--- src/rtl/idma_obi_write_mux_pkg.sv ---
// Local OBI write request/response types and the index-width helper shared by
// the write mux and its testbench.
package idma_obi_write_mux_pkg;

  localparam int unsigned ObiAddrWidth = 32;
  localparam int unsigned ObiDataWidth = 32;
  localparam int unsigned ObiIdWidth   = 2;

  typedef struct packed {
    logic [ObiAddrWidth-1:0]   addr;
    logic                      we;
    logic [ObiDataWidth/8-1:0] be;
    logic [ObiDataWidth-1:0]   wdata;
    logic [ObiIdWidth-1:0]     aid;
  } obi_a_chan_t;

  typedef struct packed {
    obi_a_chan_t a;
    logic        req;
    logic        rready;
  } obi_write_req_t;

  typedef struct packed {
    logic [ObiDataWidth-1:0] rdata;
    logic [ObiIdWidth-1:0]   rid;
    logic                    err;
  } obi_r_chan_t;

  typedef struct packed {
    logic        gnt;
    logic        rvalid;
    obi_r_chan_t r;
  } obi_write_rsp_t;

  // Width of an index into n items; a single item still needs one bit.
  function automatic int unsigned idx_width(input int unsigned n);
    return (n > 1) ? $clog2(n) : 1;
  endfunction

endpackage

--- src/rtl/idma_obi_write_mux_fifo.sv ---
// Registered FIFO with fill count; fall-through mode forwards data_i while empty.
module fifo_v3 #(
  parameter bit          FALL_THROUGH = 1'b0,
  parameter int unsigned DATA_WIDTH   = 32,
  parameter int unsigned DEPTH        = 8,
  parameter int unsigned ADDR_DEPTH   = (DEPTH > 1) ? $clog2(DEPTH) : 1
) (
  input  logic                  clk_i,
  input  logic                  rst_ni,
  input  logic                  flush_i,
  output logic                  full_o,
  output logic                  empty_o,
  output logic [ADDR_DEPTH-1:0] usage_o,
  input  logic [DATA_WIDTH-1:0] data_i,
  input  logic                  push_i,
  output logic [DATA_WIDTH-1:0] data_o,
  input  logic                  pop_i
);

  logic [ADDR_DEPTH-1:0] rptr_q, rptr_d, wptr_q, wptr_d;
  logic [ADDR_DEPTH:0]   cnt_q, cnt_d;
  logic [DATA_WIDTH-1:0] mem_q [DEPTH];
  logic [DATA_WIDTH-1:0] mem_d [DEPTH];

  function automatic logic [ADDR_DEPTH-1:0] next_ptr(input logic [ADDR_DEPTH-1:0] p);
    return (p == ADDR_DEPTH'(DEPTH - 1)) ? '0 : p + ADDR_DEPTH'(1);
  endfunction

  assign usage_o = cnt_q[ADDR_DEPTH-1:0];
  assign full_o  = (cnt_q == (ADDR_DEPTH+1)'(DEPTH));
  assign empty_o = (cnt_q == '0) & ~(FALL_THROUGH & push_i);

  always_comb begin
    rptr_d = rptr_q;
    wptr_d = wptr_q;
    cnt_d  = cnt_q;
    mem_d  = mem_q;
    data_o = mem_q[rptr_q];
    if (push_i && !full_o) begin
      mem_d[wptr_q] = data_i;
      wptr_d        = next_ptr(wptr_q);
      cnt_d         = cnt_q + 1'b1;
    end
    if (pop_i && !empty_o) begin
      rptr_d = next_ptr(rptr_q);
      cnt_d  = (push_i && !full_o) ? cnt_q : cnt_q - 1'b1;
    end
    // Bypassed word consumed in the same cycle: nothing is stored.
    if (FALL_THROUGH && (cnt_q == '0) && push_i) begin
      data_o = data_i;
      if (pop_i) begin
        cnt_d  = cnt_q;
        rptr_d = rptr_q;
        wptr_d = wptr_q;
      end
    end
    if (flush_i) begin
      rptr_d = '0;
      wptr_d = '0;
      cnt_d  = '0;
    end
  end

  always_ff @(posedge clk_i or negedge rst_ni) begin
    if (!rst_ni) begin
      rptr_q <= '0;
      wptr_q <= '0;
      cnt_q  <= '0;
      mem_q  <= '{default: '0};
    end else begin
      rptr_q <= rptr_d;
      wptr_q <= wptr_d;
      cnt_q  <= cnt_d;
      mem_q  <= mem_d;
    end
  end

endmodule

--- src/rtl/idma_obi_write_mux.sv ---
// Shares one OBI write manager port among NumPorts backends: round-robin A-channel
// arbitration with grant lock, in-order R routing via a FIFO of accepted indices.
module idma_obi_write_mux
  import idma_obi_write_mux_pkg::*;
#(
  parameter int unsigned NumPorts       = 2,
  parameter int unsigned MaxOutstanding = 4,
  parameter type         write_req_t    = obi_write_req_t,
  parameter type         write_rsp_t    = obi_write_rsp_t,
  parameter int unsigned IdxWidth       = idx_width(NumPorts)
) (
  input  logic       clk_i,
  input  logic       rst_ni,
  input  write_req_t slv_req_i [NumPorts],
  output write_rsp_t slv_rsp_o [NumPorts],
  output write_req_t mgr_req_o,
  input  write_rsp_t mgr_rsp_i,
  output logic       busy_o
);

  localparam int unsigned CntWidth = (MaxOutstanding > 1) ? $clog2(MaxOutstanding) : 1;

  typedef logic [IdxWidth-1:0] idx_t;

  idx_t                rr_q, rr_d, locked_idx_q, locked_idx_d;
  idx_t                sel, head, cand;
  logic                lock_q, lock_d, found;
  logic                fifo_full, fifo_empty;
  logic                req_gated, rready_mux, accept, pop;
  logic [CntWidth-1:0] usage;
  logic [CntWidth:0]   count;

  always_comb begin
    sel   = rr_q;
    cand  = '0;
    found = 1'b0;
    if (lock_q) begin
      sel = locked_idx_q;
    end else begin
      for (int unsigned i = 0; i < NumPorts; i++) begin
        cand = idx_t'((32'(rr_q) + i) % NumPorts);
        if (!found && slv_req_i[cand].req) begin
          sel   = cand;
          found = 1'b1;
        end
      end
    end
  end

  // Full gating uses the registered fill level so gnt never depends on rvalid.
  assign req_gated  = slv_req_i[sel].req & ~fifo_full;
  assign rready_mux = fifo_empty ? 1'b1 : slv_req_i[head].rready;
  assign accept     = rst_ni & req_gated & mgr_rsp_i.gnt;
  assign pop        = rst_ni & mgr_rsp_i.rvalid & rready_mux & ~fifo_empty;

  always_comb begin
    mgr_req_o = '0;
    busy_o    = 1'b0;
    for (int unsigned p = 0; p < NumPorts; p++) begin
      slv_rsp_o[p] = '0;
    end
    if (rst_ni) begin
      mgr_req_o.a        = slv_req_i[sel].a;
      mgr_req_o.req      = req_gated;
      mgr_req_o.rready   = rready_mux;
      slv_rsp_o[sel].gnt = mgr_rsp_i.gnt & req_gated;
      if (!fifo_empty) begin
        slv_rsp_o[head].rvalid = mgr_rsp_i.rvalid;
        slv_rsp_o[head].r      = mgr_rsp_i.r;
      end
      busy_o = ~fifo_empty;
    end
  end

  always_comb begin
    rr_d         = rr_q;
    lock_d       = lock_q;
    locked_idx_d = locked_idx_q;
    if (accept) begin
      lock_d = 1'b0;
      rr_d   = (sel == idx_t'(NumPorts - 1)) ? '0 : sel + idx_t'(1);
    end else if (rst_ni && req_gated) begin
      lock_d       = 1'b1;
      locked_idx_d = sel;
    end
  end

  always_ff @(posedge clk_i or negedge rst_ni) begin
    if (!rst_ni) begin
      rr_q         <= '0;
      lock_q       <= 1'b0;
      locked_idx_q <= '0;
    end else begin
      rr_q         <= rr_d;
      lock_q       <= lock_d;
      locked_idx_q <= locked_idx_d;
    end
  end

  fifo_v3 #(
    .FALL_THROUGH (1'b0),
    .DATA_WIDTH   (IdxWidth),
    .DEPTH        (MaxOutstanding)
  ) i_idx_fifo (
    .clk_i   (clk_i),
    .rst_ni  (rst_ni),
    .flush_i (1'b0),
    .full_o  (fifo_full),
    .empty_o (fifo_empty),
    .usage_o (usage),
    .data_i  (sel),
    .push_i  (accept),
    .data_o  (head),
    .pop_i   (pop)
  );

  assign count = fifo_full ? (CntWidth+1)'(MaxOutstanding) : {1'b0, usage};

  a_req_stable: assert property (@(posedge clk_i) disable iff (!rst_ni)
    (mgr_req_o.req && !mgr_rsp_i.gnt) |=> (mgr_req_o.req && $stable(mgr_req_o.a)));

  a_count_max: assert property (@(posedge clk_i) disable iff (!rst_ni)
    (count <= (CntWidth+1)'(MaxOutstanding)) && !(fifo_full && accept));

  a_no_stray_rvalid: assert property (@(posedge clk_i) disable iff (!rst_ni)
    mgr_rsp_i.rvalid |-> !fifo_empty);

endmodule

--- config.mk ---
export PLATFORM = sky130hd
export DESIGN_NAME = idma_obi_write_mux
export DESIGN_NICKNAME = d
export VERILOG_FILES = /design/src/rtl/idma_obi_write_mux_pkg.sv /design/src/rtl/idma_obi_write_mux_fifo.sv /design/src/rtl/idma_obi_write_mux.sv
export SDC_FILE = /design/constraint.sdc
export NUM_CORES = 1
export LEC_CHECK = 0
export ABC_AREA = 1
export BUFFER_PORTS_ARGS = -buffer_cell sky130_fd_sc_hd__buf_2
export CORE_AREA = 4 4 127 129
export DETAILED_ROUTE_END_ITERATION = 10
export DIE_AREA = 0 0 131 133
export SLEW_MARGIN = 20
export SYNTH_ARGS = -nofsm -noshare
export SYNTH_HDL_FRONTEND = slang
export SYNTH_SLANG_ARGS = --single-unit
--- constraint.sdc ---
create_clock -name clk_i -period 1.71 [get_ports clk_i]
set_input_delay 0.342 -clock clk_i [delete_from_list [all_inputs] [get_ports clk_i]]
set_output_delay 0.342 -clock clk_i [all_outputs]
set_load 0.05 [all_outputs]
==> flow_metrics.env, run 1 <==
export IMPL_relSlewSlack=0.769
export IMPL_ios=333
export IMPL_route_detailed_drc=0
export IMPL_required_ps=1370
export IMPL_max_freq_mhz=484
export IMPL_numCtsBuffers=3
export IMPL_whs_ps=298
export IMPL_ys_types=24
export IMPL_cp_data_arrival_time_ps=1720
export IMPL_cts_sinks=14
export IMPL_fin_crit_sh=1.21
export IMPL_dpl_hpwl_mm=12.7
export IMPL_via_per_inst=4.57
export IMPL_root_buffer="clkbuf_16"
export IMPL_grt_antenna_before_repair=0
export IMPL_peakVddDrop_mv=1.09
export IMPL_seq_area_frac_synth=0.140
export IMPL_synth_edf_count=0
export IMPL_holdCritPathClass="in -> async"
export IMPL_grt_overflow=0
export IMPL_power_w=0.0157
export IMPL_grt_max_degree=59
export IMPL_worstPathMaxFanout=7
export IMPL_cts_max_path_buffers=2
export IMPL_die_h_um=133
export IMPL_pwr_density_cell_nw_per_um2=1940
export IMPL_syn_avg_cell_area_um2=5.21
export IMPL_hold_buffers=0
export IMPL_synth_main_ff_cell="dfrtp_1"
export IMPL_ys_seq_elements=14
export IMPL_violations="setup timing"
export IMPL_clkSlewWorstSetupHoldPaths_ps=50
export IMPL_setup_ws_ps=-355
export IMPL_drive_gt1_frac=0.795
export IMPL_rr_worst_depth=11
export IMPL_worst_pin_slew_ps=346
export IMPL_clk_latency_ps=240
export IMPL_grt_pass1_wl_mm=22.3
export IMPL_synthesis_area_um2=2500
export IMPL_synth_compound_area_frac=0.175
export IMPL_syn_nets=671
export IMPL_synth_area_mux_share=0
export IMPL_synth_xor_area_frac=0
export IMPL_endpoint_kind="output pin"
export IMPL_synthesis_instances=480
export IMPL_ant_nets=0
export IMPL_yosysWarnings=0
export IMPL_final_util=0.536
export IMPL_io_buffer_count=332
export IMPL_fin_crit_ps=2060
export IMPL_core_um2=15000
export IMPL_criticalPathCategory="reg -> out"
export IMPL_async_reset_ff_frac=1.00
export IMPL_via_count=4793
export IMPL_antenna_cells=0
export IMPL_drv_slew=0
export IMPL_hold_violations=0
export IMPL_finalSetupTns_ps=-39280
export IMPL_drt_pre_antenna_iters=4
export IMPL_cts_tree="built"
export IMPL_setup_viol=149
export IMPL_critPathLaunchType="flip-flop"
export IMPL_wl_mm=18.3
export IMPL_fin_skew_ps=2.66
export IMPL_start_util=0.166
export IMPL_synth_simple_gate_area_frac=0.493
export IMPL_fill_cells=1326
export IMPL_grtUsageTotal=0.159
export IMPL_die_area_um2=17400
export IMPL_dr_first_iter_drc_count=141
export IMPL_area_delta_synth_final_pct=222
export IMPL_synth_top_family_by_area="simple AND/OR/NAND/NOR gates"
export IMPL_leakage_nw=3.74
export IMPL_cap_violations=0
export IMPL_post_drt_wl_per_cell_um=17.5
export IMPL_globalplace_congestion=0.912
export IMPL_status="complete, but fails checks"
export IMPL_row_count=45
export IMPL_rsz0062_at_grt="true"
export IMPL_die_w_um=131
export IMPL_fin_nets=1052
export IMPL_grt_pass1_vias=4180
export IMPL_yosys_area_share_adder=0.0330
export IMPL_pre_cts_slack_ps=-351
export IMPL_htreeDepth=1
## Yosys cell counts (all sizes together), types with 5 or more instances
master	n	share of area
inv	60	0.090
buf	15	0.035
o21ai	82	0.16
nand2	42	0.075
nor2	151	0.23
nand3	14	0.037
ha	5	0.025
clkbuf	23	0.035
nor3	70	0.14
dfrtp	14	0.14
## power by group
group	internal, W	leakage (nW)	switching, W
sequential	0.000482	0.175	0.000117
combinational	0.00536	3.52	0.00922
clock	0.000354	0.0442	0.000135
## stage by stage
stage / area (µm²) / instances
5_1_grt: 8070 / 1048
6_report: 8070 / 1048
4_1_cts: 6630 / 1014
3_3_place_gp: 6140 / 1010
3_5_place_dp: 6140 / 1010
2_1_floorplan: 3980 / 480
## per-layer routing
layer | vias up | share of wire | track usage
li1 | 2326 | - | -
met1 | 2288 | 0.39 | 0.205
met2 | 152 | 0.55 | 0.289
met3 | 27 | 0.046 | 0.0149
met4 | 0 | 0.016 | 0.0206
met5 | - | 0 | 0
## layout make-up
cell class / count / area (µm²) / share of cell area
inverter: 60 / 273 / 0.0338
tap: 188 / 235 / 0.0292
sequential: 14 / 350 / 0.0434
clock buffer: 4 / 88.8 / 0.0110
multi-input combinational: 371 / 3630 / 0.450
timing repair buffer: 408 / 3450 / 0.427
timing repair inverter: 3 / 42.5 / 0.00527
## worst max-delay path, cell delays in order (launching register included)
cell,delay (ps)
dfrtp_1,410
a21oi_2,160
nand2_4,110
nand2_4,140
buf_6,120
buf_12,130
o21ai_2,80
nor2_4,120
buf_4,200
## timing repair
item	4_1_cts	5_1_grt
resized for setup	155	378
setup buffers	0	18
endpoints found under the setup margin	150	157
cloned	0	17
pin swaps	0	29
## sequential cells by signal (all words and copies together) (netlist names)
name,cells
i_idx_fifo.wptr_q,2
rr_q,1
i_idx_fifo.rptr_q,2
lock_q,1
i_idx_fifo.mem_q,4
locked_idx_q,1
i_idx_fifo.cnt_q,3
## final timing paths
kind | startpoint | to | slack (ps)
min in group clk_i | mgr_rsp_i[36] | i_idx_fifo.cnt_q[1]$_DFFE_PN0P_ | 520
max in group asynchronous | rst_ni | locked_idx_q$_DFFE_PN0P_ | 1160
max | lock_q$_DFFE_PN0P_ | mgr_req_o[46] | -350
max reg2reg | i_idx_fifo.rptr_q[0]$_DFFE_PN0P_ | i_idx_fifo.cnt_q[1]$_DFFE_PN0P_ | -160
min reg2reg | locked_idx_q$_DFFE_PN0P_ | locked_idx_q$_DFFE_PN0P_ | 520
min | rst_ni | i_idx_fifo.mem_q[2]$_DFFE_PN0P_ | 300
## logic make-up (layout without fill, tap and decap cells)
logic type | Yosys count | count (layout)
compound gates | 84 | 84
fa+ha+maj | 6 | 6
buf+inv | 98 | 475
flops | 14 | 14
simple gates | 278 | 281
## placed cells by master, fill, tap and decap left out, drive strengths merged, types with 5 or more instances in the layout
cell / instances
dfrtp: 14
nor3: 70
inv: 61
buf: 401
nor2: 151
ha: 5
nand2: 45
o21ai: 82
clkbuf: 11
nand3: 14
Power figures use the tool's default switching activity.
==> inputs of run 2 (changes only) <==
SYNTH_HIERARCHICAL = 1   (was not set)
==> run 2 against run 1 <==
Against the previous run: the run still ends with setup timing left; sequential power is 24% lower; register-to-register slack got worse by 260 ps; design area grew 14%; sequential share of layout area is 0.51 points lower; worst setup slack lost 110 ps; sequential cell count is the same; power down 23%; clock-buffer cell count is the same; worst hold slack worse by 210 ps; area after synthesis fell by 0.80%; global-route usage is 1.6 points higher.
==> flow_metrics.env, run 2 <==
export IMPL_multi_input_area_um2=4030
export IMPL_final_cells=1085
export IMPL_wl_mm=20.2
export IMPL_syn_avg_cell_area_um2=5.07
export IMPL_ios=333
export IMPL_largest_register_ffs=4
export IMPL_final_common_cell="buf_2"
export IMPL_grt_max_degree=43
export IMPL_fill_cells=1145
export IMPL_design_area_um2=9180
export IMPL_via_per_inst=4.65
export IMPL_clkSlewWorstSetupHoldPaths_ps=50
export IMPL_setup_viol=159
export IMPL_required_ps=1370
export IMPL_drt_pre_antenna_iters=4
export IMPL_layout_common_cells="buf_2 (184), buf_6 (107), nor2_4 (97)"
export IMPL_fin_crit_sh=1.27
export IMPL_endpoint_kind="output pin"
export IMPL_io_buffer_count=332
export IMPL_cts_tree="built"
export IMPL_pwr_density_cell_nw_per_um2=1320
export IMPL_slowest_delay_ps=390
export IMPL_placed_area_um2=6410
export IMPL_cp_buffers_inverters=5
export IMPL_die_w_um=131
export IMPL_grt_pass1_vias=4843
export IMPL_area_delta_synth_final_pct=270
export IMPL_status="complete, but fails checks"
export IMPL_grtUsageTotal=0.174
export IMPL_drive_gt1_frac=0.850
export IMPL_cts_sinks=14
export IMPL_drv_slew=0
export IMPL_die_h_um=133
export IMPL_dp_cells=1046
export IMPL_route_detailed_drc=0
export IMPL_fin_nets=1083
export IMPL_largestRegisters="i_idx_fifo/mem_q (4), i_idx_fifo/cnt_q (3)"
export IMPL_grt_antenna_before_repair=5
export IMPL_row_count=45
export IMPL_yosysWarnings=6
export IMPL_clk_latency_ps=250
export IMPL_setup_ws_ps=-461
export IMPL_fin_skew_ps=4.72
export IMPL_regArea_um2=352
export IMPL_core_um2=15000
export IMPL_slowest_stage="dfrtp_1"
export IMPL_numCtsBuffers=3
export IMPL_synthesis_instances=489
export IMPL_synthesis_area_um2=2480
export IMPL_ant_nets=0
export IMPL_cap_violations=0
export IMPL_grt_pass1_wl_mm=24.5
export IMPL_die_area_um2=17400
export IMPL_globalplace_congestion=0.839
export IMPL_start_util=0.165
export IMPL_hold_violations=0
export IMPL_path_cells="nor2_4 -> nand2_2 -> inv_4 -> buf_6 -> nor2_4 -> inv_8 -> buf_12 -> nor3_4 -> buf_6"
export IMPL_leakage_nw=4.11
export IMPL_root_buffer="clkbuf_16"
export IMPL_via_count=5047
export IMPL_cp_data_arrival_time_ps=1830
export IMPL_finalSetupTns_ps=-55070
export IMPL_largest_register="i_idx_fifo/mem_q"
export IMPL_holdCritPathClass="in -> async"
export IMPL_violations="setup timing"
export IMPL_dr_first_iter_drc_count=180
export IMPL_max_freq_mhz=461
export IMPL_whs_ps=87.2
export IMPL_cp_top_family="buffers and inverters"
export IMPL_post_drt_wl_per_cell_um=18.6
export IMPL_cts_max_path_buffers=2
export IMPL_rsz0062_at_grt="true"
export IMPL_critPathLaunchType="flip-flop"
export IMPL_criticalPathCategory="reg -> out"
export IMPL_worstPathMaxFanout=8
export IMPL_fin_crit_ps=2170
export IMPL_grt_overflow=0
export IMPL_htreeDepth=1
export IMPL_power_w=0.0121
export IMPL_dpl_hpwl_mm=13.3
export IMPL_peakVddDrop_mv=0.977
==> run 2: per-layer routing <==
layer	vias to the layer above	wire [µm]	part of all wire	track usage
met2	280	10900	0.54	0.329
met3	46	1950	0.097	0.0428
met4	0	591	0.029	0.0343
met5	-	0	0	0
met1	2330	6800	0.34	0.195
li1	2391	-	-	-
==> run 2: final cells by class <==
cell class                 instances  share of cell area
inverter                          60              0.0274
tap                              188              0.0256
sequential                        14              0.0383
multi-input combinational        379               0.439
timing repair inverter             1            0.000954
timing repair buffer             434               0.458
antenna                            5             0.00136
clock buffer                       4             0.00968
==> run 2: final timing paths <==
check	end	cells past startpoint	slack, ps	start
max	slv_rsp_o[1]	9	-460	i_idx_fifo/cnt_q[0]$_DFFE_PN0P_
min	i_idx_fifo/mem_q[1]$_DFFE_PN0P_	2	90	rst_ni
max reg2reg	i_idx_fifo/cnt_q[1]$_DFFE_PN0P_	13	-420	i_idx_fifo/rptr_q[0]$_DFFE_PN0P_
min reg2reg	rr_q$_DFFE_PN0P_	2	490	rr_q$_DFFE_PN0P_
max in group asynchronous	i_idx_fifo/rptr_q[0]$_DFFE_PN0P_	2	1390	rst_ni
min in group clk_i	rr_q$_DFFE_PN0P_	3	420	mgr_rsp_i[36]
==> run 2: power breakdown <==
part	switching [W]	leakage, nW	internal [W]
logic	0.00660	3.88	0.00459
registers	0.0000583	0.185	0.000399
clock network	0.000140	0.0442	0.000355
total	0.00680	4.11	0.00534
==> run 2: per-stage QoR <==
stage | utilization | worst slack [ps]
global route | 0.611 | -553
floorplan | - | -705
finish | 0.611 | -461
global placement | 0.427 | -327
CTS | 0.489 | -430
detailed placement | 0.427 | -402
==> run 2: what timing repair did <==
item,in CTS,in global routing
pin swaps,9,73
gates cloned,2,13
setup buffers,4,19
setup endpoints to repair,159,159
hold buffers,0,0
resized for setup,310,384
